===== config.mk =====
export PLATFORM = sky130hd
export DESIGN_NAME = poly_to_msg
export DESIGN_NICKNAME = d
export VERILOG_FILES = /design/src/rtl/kyber_pkg.sv /design/src/rtl/compress1_bit.sv /design/src/rtl/poly_to_msg.sv
export SDC_FILE = /design/constraint.sdc
export NUM_CORES = 1
export LEC_CHECK = 0
export ABC_CLOCK_PERIOD_IN_PS = 3100
export CAP_MARGIN = 10
export CORE_MARGIN = 5
export CORE_UTILIZATION = 47
export CTS_BUF_LIST = sky130_fd_sc_hd__clkbuf_16
export CTS_CLUSTER_DIAMETER = 80
export DETAILED_ROUTE_END_ITERATION = 6
export PLACE_DENSITY = 0.81
export SYNTH_ARGS = -nofsm -noshare
export SYNTH_HDL_FRONTEND = slang
export SYNTH_SLANG_ARGS = --single-unit

===== constraint.sdc =====
create_clock -name clk -period 3.1 [get_ports clk]
set_input_delay 0.465 -clock clk [delete_from_list [all_inputs] [get_ports clk]]
set_output_delay 0.465 -clock clk [all_outputs]
set_load 0.01 [all_outputs]

===== src/rtl/kyber_pkg.sv =====
// Shared Kyber constants and the message-recovery FSM state type.
// Provides:
//   KYBER_N        polynomial length (message bits)
//   KYBER_Q        modulus
//   KYBER_R_WIDTH  coefficient width
//   COMPRESS1_LO / COMPRESS1_HI  inclusive window that decodes to a 1 bit
//   p2m_state_t    COLLECT / OUTPUT states of poly_to_msg
package kyber_pkg;

  localparam int KYBER_N       = 256;
  localparam int KYBER_Q       = 3329;
  localparam int KYBER_R_WIDTH = 12;
  localparam int COMPRESS1_LO  = 833;
  localparam int COMPRESS1_HI  = 2496;

  typedef enum logic {
    COLLECT = 1'b0,
    OUTPUT  = 1'b1
  } p2m_state_t;

endpackage


===== src/rtl/compress1_bit.sv =====
// Kyber Compress_q(x,1) for one coefficient: 1 when x lies in
// [COMPRESS1_LO, COMPRESS1_HI], otherwise 0. Purely combinational.
// Ports:
//   coeff    in   12-bit unsigned coefficient
//   msg_bit  out  decoded message bit
module compress1_bit
  import kyber_pkg::*;
(
  input  logic [KYBER_R_WIDTH-1:0] coeff,
  output logic                     msg_bit
);

  assign msg_bit = (coeff >= KYBER_R_WIDTH'(COMPRESS1_LO)) &&
                   (coeff <= KYBER_R_WIDTH'(COMPRESS1_HI));

endmodule


===== src/rtl/poly_to_msg.sv =====
// Collects KYBER_N coefficients in beats of COEFFS_PER_BEAT, compresses each
// to one bit and presents the 256-bit message with a valid/ready handshake.
// Ports:
//   clk, rst_n         clock, async active-low reset
//   clr                synchronous abort of the current message
//   coeff_in/_valid    packed beat (lane j at [12*j +: 12]) and its valid
//   coeff_ready        beat accepted this cycle when valid is also high
//   msg/msg_valid      recovered message, held until msg_ready
//   msg_ready          consumer takes msg
//   err                sticky out-of-range flag
// Build option: POLY_TO_MSG_RANGE_CHECK_EN compiles in the x >= q check on
// accepted lanes; without it err is tied low.
//
// state   | meaning
// COLLECT | accepting beats, msg filling up
// OUTPUT  | msg complete, waiting for msg_ready, no beats accepted
module poly_to_msg
  import kyber_pkg::*;
#(
  parameter int COEFFS_PER_BEAT = 8
) (
  input  logic                                     clk,
  input  logic                                     rst_n,
  input  logic                                     clr,
  input  logic [COEFFS_PER_BEAT*KYBER_R_WIDTH-1:0] coeff_in,
  input  logic                                     coeff_valid,
  output logic                                     coeff_ready,
  output logic [KYBER_N-1:0]                       msg,
  output logic                                     msg_valid,
  input  logic                                     msg_ready,
  output logic                                     err
);

  localparam int BEATS  = KYBER_N / COEFFS_PER_BEAT;
  localparam int CNT_W  = $clog2(BEATS);
  localparam int MSG_AW = $clog2(KYBER_N);

  p2m_state_t                 state;
  logic [CNT_W-1:0]           beat_cnt;
  logic [COEFFS_PER_BEAT-1:0] lane_bits;
  logic [MSG_AW-1:0]          base;
  logic                       accept;
  logic                       last_beat;

  for (genvar j = 0; j < COEFFS_PER_BEAT; j++) begin : g_lane
    compress1_bit u_bit (
      .coeff   (coeff_in[KYBER_R_WIDTH*j +: KYBER_R_WIDTH]),
      .msg_bit (lane_bits[j])
    );
  end

  // Gated by rst_n so every output reads 0 while reset is held.
  assign coeff_ready = rst_n && (state == COLLECT);
  assign accept      = coeff_valid && coeff_ready;
  assign last_beat   = (beat_cnt == CNT_W'(BEATS - 1));
  assign base        = MSG_AW'(int'(beat_cnt) * COEFFS_PER_BEAT);

  always_ff @(posedge clk or negedge rst_n) begin
    if (!rst_n) begin
      state     <= COLLECT;
      beat_cnt  <= '0;
      msg       <= '0;
      msg_valid <= 1'b0;
    end else if (clr) begin
      state     <= COLLECT;
      beat_cnt  <= '0;
      msg       <= '0;
      msg_valid <= 1'b0;
    end else begin
      case (state)
        COLLECT: begin
          if (accept) begin
            msg[base +: COEFFS_PER_BEAT] <= lane_bits;
            // BEATS is a power of two, so the counter wraps to 0 on the last beat.
            beat_cnt <= beat_cnt + 1'b1;
            if (last_beat) begin
              state     <= OUTPUT;
              msg_valid <= 1'b1;
            end
          end
        end
        OUTPUT: begin
          if (msg_ready) begin
            state     <= COLLECT;
            beat_cnt  <= '0;
            msg       <= '0;
            msg_valid <= 1'b0;
          end
        end
        default: begin
          state     <= COLLECT;
          beat_cnt  <= '0;
          msg       <= '0;
          msg_valid <= 1'b0;
        end
      endcase
    end
  end

`ifdef POLY_TO_MSG_RANGE_CHECK_EN
  logic [COEFFS_PER_BEAT-1:0] lane_oor;

  for (genvar j = 0; j < COEFFS_PER_BEAT; j++) begin : g_oor
    assign lane_oor[j] = coeff_in[KYBER_R_WIDTH*j +: KYBER_R_WIDTH] >= KYBER_R_WIDTH'(KYBER_Q);
  end

  always_ff @(posedge clk or negedge rst_n) begin
    if (!rst_n) begin
      err <= 1'b0;
    end else if (clr) begin
      err <= 1'b0;
    end else if (accept && (|lane_oor)) begin
      err <= 1'b1;
    end
  end
`else
  assign err = 1'b0;
`endif

endmodule

* After elaboration in Yosys (flattened, before gate mapping)
Cells that the tools add are included.
** Operators by class
- Add/sub/neg operators :: 2
- Magnitude comparators :: 16
- Equal/unequal tests :: 4
- Shifts and indexed selects :: 2
- Multiplexer cells :: 19
- Bitwise logic cells :: 1
- Reduce and logical (&&, ||, !) cells :: 12
** Operator list (number)
- two-way mux 256 bit :: 3
- case mux 256 bit (2 select lines) :: 1
- bitwise mux 256 bit :: 1
- variable shift 8 x 10 -> 256 bit, first input constant :: 1
- variable part select 8 x 10 -> 256 bit :: 1
- greater-or-equal comparator 12 x 10 -> 1 bit, second input constant :: 8
- <= comparator 12 bit, second input constant :: 8
- two-way mux 5 bit :: 3
- logical AND 1 bit :: 10
- negation 8 -> 10 bit :: 1
- case mux 5 bit (2 select lines) :: 1
- != test 3 bit, second input constant :: 3
- two-way mux 1 bit :: 8
- adder 5 x 1 -> 5 bit, second input constant :: 1
- == test 5 bit, second input constant :: 1
- case mux 1 bit (2 select lines) :: 2
- AND reduction 3 bit :: 1
- AND reduction 2 bit :: 1
- NOT 1 bit :: 1
** Storage, ports and cells
- Register bits :: 263
- Input port bits :: 101
- Output and inout bits :: 259
- Logic and storage cells :: 60

* Logic depth before layout (Yosys ltp)
Gate-level depths: netlist of the first run.
- Depth after elaboration :: 7
- Mapped depth :: 11
- Gate-level depth less buffers :: 6

* Cells and area by module
Synthesis of the first run repeated with hierarchy kept, for this count alone.
** Unflattened totals
- Cell total of the unflattened synthesis :: 867
- Area, all modules :: 11106.9 um2
** Modules (own cells, without submodules)
- poly_to_msg :: instances 1, cells an instance 779, area each 10446.3 um2, sequential area each 6581.3 um2
- compress1_bit :: instances 8, cells an instance 11, area each 82.6 um2, sequential area each 0.0 um2

* Least setup slack after synthesis of the first run
OpenSTA, ideal clock, no wires.
- Path type :: reg-to-reg
- Start :: register beat_cnt[0]
- End :: register msg[66]
- Setup time :: 0.102 ns
- Arrival :: 2.247 ns
- Required time :: 2.998 ns
- Slack :: 0.751 ns
- Cell stages (with the launch flop) :: 11
- Buffers on the path :: 4
- Period minus slack after synthesis :: 2.349 ns
- Cells stage by stage :: dfrtp_1 buf_2 buf_6 inv_1 ha_1 nor2_1 nand4_1 nand2b_1 buf_1 clkbuf_1 o32ai_1
** Between the ends
- Cells in the longest elaborated chain, start to end :: 6
- Elaborated cells on any way between the ends :: 7
- Classes of those cells :: add/sub: 1; shift: 2; mux: 4
** Ends and longest elaborated chain
- start: declaration :: RTL line poly_to_msg.sv:39 : logic [CNT_W-1:0] beat_cnt;
- start signal: assignment :: RTL line poly_to_msg.sv:75 : beat_cnt <= beat_cnt + 1'b1;
- negation 8 -> 10 bit (*) :: RTL line poly_to_msg.sv:73 : msg[base +: COEFFS_PER_BEAT] <= lane_bits;
- variable part select 8 x 10 -> 256 bit / variable shift 8 x 10 -> 256 bit (equally long branches) :: RTL line poly_to_msg.sv:73
- bitwise mux 256 bit (*) :: RTL line poly_to_msg.sv:73
- two-way mux 256 bit (*) :: RTL line poly_to_msg.sv:72 : if (accept) begin
- case mux 256 bit (2 select lines) (*) :: RTL line poly_to_msg.sv:70 : case (state)
- two-way mux 256 bit (*) :: RTL line poly_to_msg.sv:64 : end else if (clr) begin
- end signal: indexed assignment :: RTL line poly_to_msg.sv:73
- end: declaration :: RTL line poly_to_msg.sv:28 : output logic [KYBER_N-1:0] msg,
Mark *: on every way between the ends. The rest lies on a longest branch, timed or not. The select of a mux whose other input is x is not followed.
A chain may end at the register's enable or synchronous reset.

* Final worst setup path of the first run
- Start :: register beat_cnt[2]
- End :: register msg[117]
Same word-level chain as after synthesis.

==> results of run 1 <==
kinds of logic (layout without fill, tap and decap cells):
| group | count (synthesis) | count (layout) | share of synthesized area (%) |
|---|---|---|---|
| adder cells (fa/ha/maj) | 6 | 6 | 0.6652 |
| flip-flops | 263 | 263 | 58.31 |
| AND/OR/NAND/NOR | 304 | 304 | 13.68 |
| multiplexers | 2 | 2 | 0.2217 |
| XOR/XNOR | 5 | 5 | 0.3881 |
| buffers and inverters | 65 | 440 | 2.694 |
| AO/OA/AOI/OAI | 339 | 339 | 24.00 |
| other | 1 | 1 | 0.03323 |
layer usage:
layer  vias up  global-route usage [%]  share of wire, %
met2       514                   48.68                51
met4         0                   7.032               2.4
met1      5116                   35.65                38
li1       4520                       -                 -
met5         -                       0                 0
met3        66                   4.292               8.1
power groups by stage:
stage,clock network [mW],logic [mW],registers (mW)
after floorplan,0,0.253,3.51
after global placement,0,0.630,3.51
after detailed placement,0,0.636,3.51
after CTS,2.97,0.638,3.44
after global routing,3.11,0.687,3.44
final,2.94,0.640,3.44
final timing paths:
check                       startpoint  endpoint  slack (ns)
min reg2reg                   msg[119]  msg[119]        0.48
max in group asynchronous        rst_n  msg[132]        1.36
max reg2reg                beat_cnt[2]  msg[117]        0.36
min in group clk              msg[119]  msg[119]        0.48
max                        beat_cnt[2]  msg[117]        0.36
min                              rst_n   msg[11]        0.41
state kept, by name, summed over array words and instances (netlist names):
signal / flops
msg: 256
beat_cnt: 5
msg_valid: 1
state: 1
cells in the final DEF, fill, tap and decap left out, types with 8 or more instances in the layout:
cell type        netlist  routed
a21oi_1               15      14
a22o_1               104     104
a31oi_1                8       8
a31oi_2               15      15
and4b_1                9       9
buf_4                  7      30
clkbuf_16              0      27
clkdlybuf4s50_1        0     357
dfrtp_1              263     263
inv_1                  2       8
nand2_1              141     141
nand3_1               13      13
nand4_1               24      24
nand4b_1              11      11
nor2_1                51      51
nor3_1                11      10
o211ai_1               8       8
o21ai_0               17      17
o22ai_1               80      80
o2bb2ai_1             16      16
o31ai_1                8       8
o32ai_1               48      48
final cells by class:
| cell class | instances | area [um2] |
|---|---|---|
| inverters | 2 | 7.507 |
| clock inverters | 20 | 115.1 |
| flip-flops and latches | 263 | 6581 |
| repair buffers | 391 | 3864 |
| well taps | 319 | 399.1 |
| clock buffers | 27 | 675.6 |
| fillers | 1812 | 7483 |
| multi-input cells | 657 | 4417 |
per-stage QoR:
step	total power, mW	cell area (um2)
after floorplan	3.764	11290
after global placement	4.136	15260
after detailed placement	4.143	15260
after CTS	7.055	16060
after global routing	7.234	16060
final	7.020	16060
timing repair:
action                                  CTS  global route
hold buffers                              1             0
buffers inserted                          0             0
gates resized for setup                   0             0
endpoints found under the setup margin    0             0
endpoints found under the hold margin    31             0
==> flow_summary.yaml, run 1 <==
run_status:
  status: "complete, no violations"
cells_and_area:
  fin_cells: 1679
  syn_to_final_growth_pct: 42.30
  fin_util_pct: 68.21
  drive_above_1_share_pct: 7.941
  n_antenna_cell: 0
  nNetsFinal: 1448
setup_path:
  reg2regPathDepth: 4
  crit_fanout: 22
  crit_path_end_kind: "register"
  crit_buf_inv: 0
  crit_path_top_delay_cell: "dfrtp_1"
  path_cells: "nor3_4, mux2i_2, nand4_1, o2bb2ai_1"
  start_kind: "register"
  critical_path_required_ns: 3.53
  worst_path_largest_cell_delay_ns: 0.66
  path_delay_family: "simple AND/OR/NAND/NOR gates"
  crit_arrival_ns: 3.18
  critPathKind: "reg2reg"
  crit_cells: 4
job:
  cap_violations: 0
clock_tree:
  clk_pin_slew_ns: 0.06
  htreeDepth: 1
  cts_buffers: 26
  clock_sinks: 263
  clk_latency_ns: 0.52
  cts_tree: "built"
  clock-root-buffer: "clkbuf_16"
  clockBufferDepth: 3
routing:
  wl_per_cell_um: 23.01
  vias: 10220
  drt_iter0_drc: 982
  dr.pass1.iters: 5
  drcViolationCount: 0
  wirelength_um: 38640
  ant_nets: 0
  vias_per_cell: 6.085
grt:
  track_usage_pct: 27.56
  grt_pass1_vias: 10220
  gr-total-overflow: 0
  grt_max_degree: 152
  grt_antenna_before_repair: 0
  grt_pass1_wl_um: 58510
floorplan:
  num_rows: 56
  initial_core_util_pct: 47.94
  die_w_um: 165.0
  die_area_um2: 27210
  ios: 360
  die_y_um: 165.0
  core_area_um2: 23540
pwr:
  pwr-share-clk_pct: 41.8
  p_sw_share_pct: 24.45
  power_density_nw_per_um2: 437.1
  vdd_drop_max_mv: 0.3142
  intPower_mw: 5.303
  p_leak_nw: 6.688
  sequentialPowerShare_pct: 49.1
  p_switching_mw: 1.716
  combPwrFrac_pct: 9.1
sta:
  setup_viol: 0
  slew_violations: 0
  tns_ns: 0
  period_needed_ns: 2.745
  hold_violations: 0
  worstMarginPinSlew_ns: 1.128
  fin_skew_ns: 0.009517
  worst_slack_ns: 0.3555
  max_freq_mhz: 364.4
  period_share_pct: 88.53
  relSlewSlack_pct: 24.18
  rsz0062_at_grt: "false"
  timing.hold.ws_ns: 0.4142
logic_synthesis:
  synthTopCellsByArea: "dfrtp_1 (58%), a22o_1 (8.1%), nand2_1 (4.7%)"
  synth_top_area_share_pct: 58.31
  synth_cell_types: 65
  syn-num-nets: 1092
  synth_flop_cell: "dfrtp_1"
  synth_largest_area_cell: "dfrtp_1"
  synth.most_common_cell: "dfrtp_1"
  synth_edf_count: 0
  synthCells: 985
  seq_area_frac_synth_pct: 58.31
  yosysWarnings: 0
  avgSynthCellArea_um2: 11.46
  async_reset_ff_share_pct: 100.0
  synthTopCellsByCount: "dfrtp_1 (263), nand2_1 (141), a22o_1 (104)"
  netlist_area_um2: 11290
  ys_ff_latch: 263
placement:
  dp_slack_ns: 0.2839
  io_buffers: 358
  hpwl_um: 27400
  dpl.cell_count: 1631
  gp_congestion: 0.9002
worst_hold_path:
  min_path_type: "in2async"
Note: power is estimated with default switching activity, not from simulation.
==> inputs of run 2 (changes only) <==
ABC_CLOCK_PERIOD_IN_PS = default   (was 3100)
==> results of run 2 <==
Same layout as run 1: the final DEF is identical, and so are final timing and power.
